$ cat src/rtl/fft4_frame_seq.sv
// fft4_frame_seq: collects a 4-sample frame for the fft4 core, captures its bins and streams X0..X3 out.
// Define FFT4_SEQ_SCALE_EN to store captured bins divided by 4 (arithmetic >>>2, 1/N normalised).
module fft4_frame_seq #(
    parameter int W = 16
) (
    input  logic         clk,
    input  logic         rst,
    input  logic         in_valid,
    output logic         in_ready,
    input  logic [W-1:0] in_re,
    input  logic [W-1:0] in_im,
    output logic         out_valid,
    input  logic         out_ready,
    output logic [W-1:0] out_re,
    output logic [W-1:0] out_im,
    output logic [1:0]   out_idx,
    output logic         out_last,
    output logic         busy,
    output logic [W-1:0] x0_re,
    output logic [W-1:0] x0_im,
    output logic [W-1:0] x1_re,
    output logic [W-1:0] x1_im,
    output logic [W-1:0] x2_re,
    output logic [W-1:0] x2_im,
    output logic [W-1:0] x3_re,
    output logic [W-1:0] x3_im,
    input  logic [W-1:0] y0_re,
    input  logic [W-1:0] y0_im,
    input  logic [W-1:0] y1_re,
    input  logic [W-1:0] y1_im,
    input  logic [W-1:0] y2_re,
    input  logic [W-1:0] y2_im,
    input  logic [W-1:0] y3_re,
    input  logic [W-1:0] y3_im
);

    localparam logic [1:0] LOAD   = 2'd0;
    localparam logic [1:0] CAPT   = 2'd1;
    localparam logic [1:0] UNLOAD = 2'd2;

    logic [1:0] state_q, state_d;
    logic [1:0] in_cnt_q, in_cnt_d;
    logic [1:0] out_cnt_q, out_cnt_d;

    logic signed [W-1:0] xr_q [4];
    logic signed [W-1:0] xi_q [4];
    logic signed [W-1:0] rr_q [4];
    logic signed [W-1:0] ri_q [4];
    logic signed [W-1:0] yr [4];
    logic signed [W-1:0] yi [4];

    logic in_xfer;
    logic out_xfer;

    function automatic logic signed [W-1:0] scale_fn(input logic signed [W-1:0] v);
`ifdef FFT4_SEQ_SCALE_EN
        return v >>> 2;
`else
        return v;
`endif
    endfunction

    assign yr[0] = y0_re;
    assign yi[0] = y0_im;
    assign yr[1] = y1_re;
    assign yi[1] = y1_im;
    assign yr[2] = y2_re;
    assign yi[2] = y2_im;
    assign yr[3] = y3_re;
    assign yi[3] = y3_im;

    assign in_ready  = (state_q == LOAD);
    assign out_valid = (state_q == UNLOAD);
    assign in_xfer   = in_valid && in_ready;
    assign out_xfer  = out_ready && out_valid;

    always_comb begin
        state_d   = state_q;
        in_cnt_d  = in_cnt_q;
        out_cnt_d = out_cnt_q;
        case (state_q)
            LOAD: begin
                if (in_xfer) begin
                    in_cnt_d = in_cnt_q + 2'd1;
                    if (in_cnt_q == 2'd3) begin
                        state_d = CAPT;
                    end
                end
            end
            CAPT: begin
                state_d = UNLOAD;
            end
            UNLOAD: begin
                if (out_xfer) begin
                    out_cnt_d = out_cnt_q + 2'd1;
                    if (out_cnt_q == 2'd3) begin
                        state_d = LOAD;
                    end
                end
            end
            default: begin
                state_d   = LOAD;
                in_cnt_d  = 2'd0;
                out_cnt_d = 2'd0;
            end
        endcase
    end

    // Frame regs change only on LOAD transfers, so the fft4 inputs stay put through CAPT/UNLOAD.
    always_ff @(posedge clk or posedge rst) begin
        if (rst) begin
            state_q   <= LOAD;
            in_cnt_q  <= 2'd0;
            out_cnt_q <= 2'd0;
            for (int k = 0; k < 4; k++) begin
                xr_q[k] <= '0;
                xi_q[k] <= '0;
                rr_q[k] <= '0;
                ri_q[k] <= '0;
            end
        end else begin
            state_q   <= state_d;
            in_cnt_q  <= in_cnt_d;
            out_cnt_q <= out_cnt_d;
            if (in_xfer) begin
                xr_q[in_cnt_q] <= in_re;
                xi_q[in_cnt_q] <= in_im;
            end
            if (state_q == CAPT) begin
                for (int k = 0; k < 4; k++) begin
                    rr_q[k] <= scale_fn(yr[k]);
                    ri_q[k] <= scale_fn(yi[k]);
                end
            end
        end
    end

    assign out_re   = rr_q[out_cnt_q];
    assign out_im   = ri_q[out_cnt_q];
    assign out_idx  = out_cnt_q;
    assign out_last = out_valid && (out_cnt_q == 2'd3);
    assign busy     = !((state_q == LOAD) && (in_cnt_q == 2'd0));

    assign x0_re = xr_q[0];
    assign x0_im = xi_q[0];
    assign x1_re = xr_q[1];
    assign x1_im = xi_q[1];
    assign x2_re = xr_q[2];
    assign x2_im = xi_q[2];
    assign x3_re = xr_q[3];
    assign x3_im = xi_q[3];

endmodule
$ cat config.mk
export PLATFORM = sky130hd
export DESIGN_NAME = fft4_frame_seq
export DESIGN_NICKNAME = d
export VERILOG_FILES = /design/src/rtl/fft4_frame_seq.sv
export SDC_FILE = /design/constraint.sdc
export NUM_CORES = 1
export LEC_CHECK = 0
export CAP_MARGIN = 5
export CELL_PAD_IN_SITES_DETAIL_PLACEMENT = 1
export CELL_PAD_IN_SITES_GLOBAL_PLACEMENT = 1
export CORE_ASPECT_RATIO = 0.75
export CORE_MARGIN = 2
export CORE_UTILIZATION = 38
export CTS_BUF_LIST = sky130_fd_sc_hd__clkbuf_16
export DETAILED_ROUTE_END_ITERATION = 16
export HOLD_SLACK_MARGIN = 0.15
export PLACE_DENSITY = 0.81
export RECOVER_POWER = 100
export SLEW_MARGIN = 20
export SYNTH_ARGS = -nofsm -noshare
export SYNTH_HDL_FRONTEND = slang
export SYNTH_SLANG_ARGS = --single-unit
$ cat constraint.sdc
create_clock -name clk -period 13.4 [get_ports clk]
set_clock_uncertainty 0.2 [all_clocks]
set_input_delay 2.68 -clock clk [delete_from_list [all_inputs] [get_ports clk]]
set_output_delay 2.68 -clock clk [all_outputs]
set_load 0.01 [all_outputs]
### Word level (Yosys, flattened, before mapping)

Cells that the tools add are included.

* add/sub/neg operators: 2
* order comparisons: 3
* equal/unequal tests: 8
* mux-type cells: 19
* bitwise operators: 4
* reductions and logical operators: 13

Operator list (count)
* bitwise mux 64 bit: 2
* two-way mux 16 bit: 5
* binary-select mux 16 bit (select 2 bit): 2
* demux 16 bit (select 2 bit): 1
* two-way mux 2 bit: 6
* != test 2 x 1 -> 1 bit, second input constant: 4
* case mux 2 bit (2 select lines): 2
* == test 2 bit, second input constant: 3
* >= comparator 3 bit, second input constant: 2
* NOT 2 -> 3 bit: 2
* case mux 2 bit (3 select lines): 1
* logical AND 1 bit: 5
* adder 2 x 1 -> 2 bit, second input constant: 2
* logical NOT 2 bit: 2
* AND reduction 2 bit: 2
* AND reduction 4 bit: 1
* OR reduction 2 bit: 2
* less-than comparator 3 x 1 -> 1 bit, second input constant: 1
* == test 2 x 1 -> 1 bit, second input constant: 1
* NOT 1 bit: 2
* logical NOT 1 bit: 1

* register bits after elaboration: 262
* output and inout port bits: 166
* logic and storage cells: 68

### Longest topological paths before layout

* depth after elaboration: 6
* depth in mapped cells: 5
* depth with buffers taken out: 5

### Least setup slack after synthesis

No wires, ideal clock.

* path kind: flip-flop to output port
* start point: register out_cnt_q[0], in the netlist out_idx[0]
* end point: output port out_im[0]
* data arrival time: 1364 ps
* required time: 10520 ps
* path slack: 9156 ps
* stages on the path, launching flop included: 4
* path buffers: 2
* path through: dfrtp_1 > buf_2 > buf_4 > mux4_2

* longest elaborated chain between the ends: 4

Ends and longest elaborated chain
* start, declared: RTL line 43 `logic [1:0] out_cnt_q, out_cnt_d;`
* start signal, assigned: RTL line 124 `out_cnt_q <= out_cnt_d;`
* NOT 2 -> 3 bit (not written as such): RTL line 139 `assign out_im = ri_q[out_cnt_q];`
* binary-select mux 16 bit (select 2 bit): RTL line 139
* two-way mux 16 bit (not written as such) (2 in a row): RTL line 139
* end, declared: RTL line 15 `output logic [W-1:0] out_im,`

Every way passes these cells. The select of a mux whose other input is x is not followed.

==> impl_metrics.ini <==
[power_and_ir_drop]
p_leak_nw = 6.44
cellPowerDensity_nw_per_um2 = 247
vdd_drop_max_uv = 135
fin_total_pwr_mw = 3.74

[sta]
relSlewSlack_pct = -291
finalHoldViolations = 0
fmax_mhz = 137
period_share_pct = 54.6
period_minus_slack_ps = 7320
slew_violations = 317
setup_violations = 0
layout_setup_ws_ps = 6080
hold_slack_ps = 296
rsz0062_at_grt = false
setup_tns_ps = 0
worstMarginPinSlew_ps = 5830

[cts]
clockBufferDepth = 3
clk_latency_ps = 540
cts_tree = yes
post-cts-setup-buffers = 0
cts_made_buffers = 27
cts-root-buf = clkbuf_16
cts_hold_buf = 0
cts_resized = 0
clkSinkCount = 262
clk_pin_slew_ps = 60
ctsHtreeMaxLevel = 1

[grt]
grt_max_degree = 131
grt_pass1_wl_um = 46300
grt_pass1_vias = 7486
grt_util_all_layers_pct = 20.8
antenna_found_initial = 7
grt-ovfl-total = 0

[setup_path]
path_class = in2async
reg2reg_depth = 5
cp_max_fo = 130
endpoint_kind = asynchronous set/reset pin
critPathRequiredTime_ps = 13750
crit_path_start = rst
r2r-end = state_q[0]
start_kind = input port
setup.reg_to_reg.worst_slack_ps = 9560
cp.arrival_ps = 7670
crit_end = ri_q[24]
reg2reg_from = out_idx[0]

[die]
die_w_um = 197
die_h_um = 149
start_util_pct = 38.3
rows = 53
coreArea_um2 = 27800
dieArea_um2 = 29400
num_io_pins = 330

[routing]
vias = 6723
wl_per_cell_um = 22.6
drcViolationCount = 0
drt_pre_antenna_iters = 4
initialDrtViolationCount = 232
drt.antenna.violating_nets = 0
drt-total-wl_um = 30300
via_per_inst = 5.02

[layout]
layout.nets = 1131
fin_area_um2 = 15100
register_area_um2 = 6560
multi_input_area_um2 = 3890
area_delta_synth_final_pct = 42.2
fill_cells = 2625
drive_gt1_share_pct = 34.2

[status]
status = complete, but fails checks
violations = capacitance limit, slew limit

[synthesis]
synth_nets = 799
synth_cell_types = 18
netlist_area_um2 = 10600
synth_area_leaders = dfrtp_1 (62%), mux2_2 (27%), mux4_2 (6.8%), buf_2 (1.4%), ha_1 (1.3%)
yosysTopAreaCellShare_pct = 61.6
synth_area_per_cell_um2 = 17.1
yosysWarnings = 0
yosysTopAreaCell = dfrtp_1
ys_seq_area_share_pct = 61.6
ys_ff_latch = 262
postSynthCellCount = 624

[placed_design]
place_area_um2 = 14300
globalplace.congestion = 0.775
dp_slack_ps = 8090
io_buffers = 329
dpl.hpwl_um = 21100

[run]
cap_violations = 7

[worst_hold_path]
hp-class = reg2reg
## cells by family after synthesis
kind of cell             after synthesis  synth area share [%]
AO/OA/AOI/OAI                          4                 0.270
multiplexers                         293                  34.4
buffers and inverters                 43                  1.96
flip-flops                           262                  61.6
AND/OR/NAND/NOR                       11                 0.482
adder cells (fa/ha/maj)               11                  1.29
## area by class of cell
| cell class | instances | area share (%) |
|---|---|---|
| sequential | 262 | 43.3 |
| tap | 357 | 2.95 |
| multi-input combinational | 319 | 25.7 |
| clock inverter | 23 | 1.11 |
| clock buffer | 27 | 4.47 |
| antenna | 5 | 0.0827 |
| inverter | 9 | 0.232 |
| timing repair buffer | 337 | 22.1 |
## metrics by stage
stage          instances  utilization (%)
2_1_floorplan        624                -
3_3_place_gp        1283             51.4
3_5_place_dp        1283             51.4
4_1_cts             1333             54.4
5_1_grt             1334             54.4
6_report            1339             54.5
## state kept, by name (all words and copies together), names as in the netlist
signal / count
x3_re: 16
x2_re: 16
x1_im: 16
x3_im: 16
ri_q: 64
rr_q: 64
x0_re: 16
x0_im: 16
x1_re: 16
x2_im: 16
in_cnt_q: 2
state_q: 2
out_idx: 2
## synth_stat cells
master / n
inv_1: 9
mux2i_1: 2
clkbuf_1: 2
buf_2: 29
a22o_1: 1
and2_1: 1
mux2_2: 259
mux4_2: 32
o21ai_0: 1
nand2_1: 4
dfrtp_1: 262
and3_1: 1
buf_4: 3
nor2_1: 1
nand3_1: 4
a222oi_1: 1
a21oi_1: 1
ha_1: 11
## layout by cell type (no fill, tap or decap), types with 2 or more instances in the layout
| cell | instances |
|---|---|
| mux2_1 | 2 |
| bufinv_16 | 2 |
| clkbuf_16 | 27 |
| dfrtp_1 | 262 |
| inv_1 | 11 |
| mux2i_1 | 2 |
| clkbuf_1 | 4 |
| ha_1 | 10 |
| clkdlybuf4s50_1 | 36 |
| clkinvlp_4 | 2 |
| nand2_1 | 4 |
| clkinv_1 | 8 |
| diode_2 | 5 |
| mux4_2 | 32 |
| dlygate4sd3_1 | 293 |
| clkinv_2 | 5 |
| mux2_2 | 257 |
| buf_4 | 3 |
| clkinv_4 | 2 |
| nand3_1 | 4 |
## critical path, stage by stage
cell           delay [ps]
dlygate4sd3_1         540
clkinvlp_2           3240
buf_4                1070
## worst min path at each step
stage / startpoint / endpoint / slack (ps) / cells after the start
floorplan: ri_q[16] / ri_q[16] / 280 / 1
global placement: rr_q[46] / rr_q[46] / 280 / 1
detailed placement: rr_q[22] / rr_q[22] / 290 / 1
CTS: rr_q[22] / rr_q[22] / 310 / 1
global route: x3_re[11] / x3_re[11] / 310 / 1
finish: x2_re[9] / x2_re[9] / 300 / 1
## per-layer routing
layer / GRT usage [%] / share of wire (%) / vias to the layer above / wire [um]
li1: - / - / 2937 / -
met1: 26.7 / 43 / 3516 / 12900
met2: 32.4 / 46 / 234 / 13800
met3: 10.2 / 10 / 32 / 3140
met4: 3.35 / 1.3 / 4 / 379
met5: 0 / 0.076 / - / 23
## power by group
group          internal (mW)  switching (mW)  total (mW)
registers               1.20           0.231        1.43
clock network          0.406           0.316       0.721
logic                  0.953           0.635        1.59
total                   2.56            1.18        3.74
(Power assumes the default switching activity.)
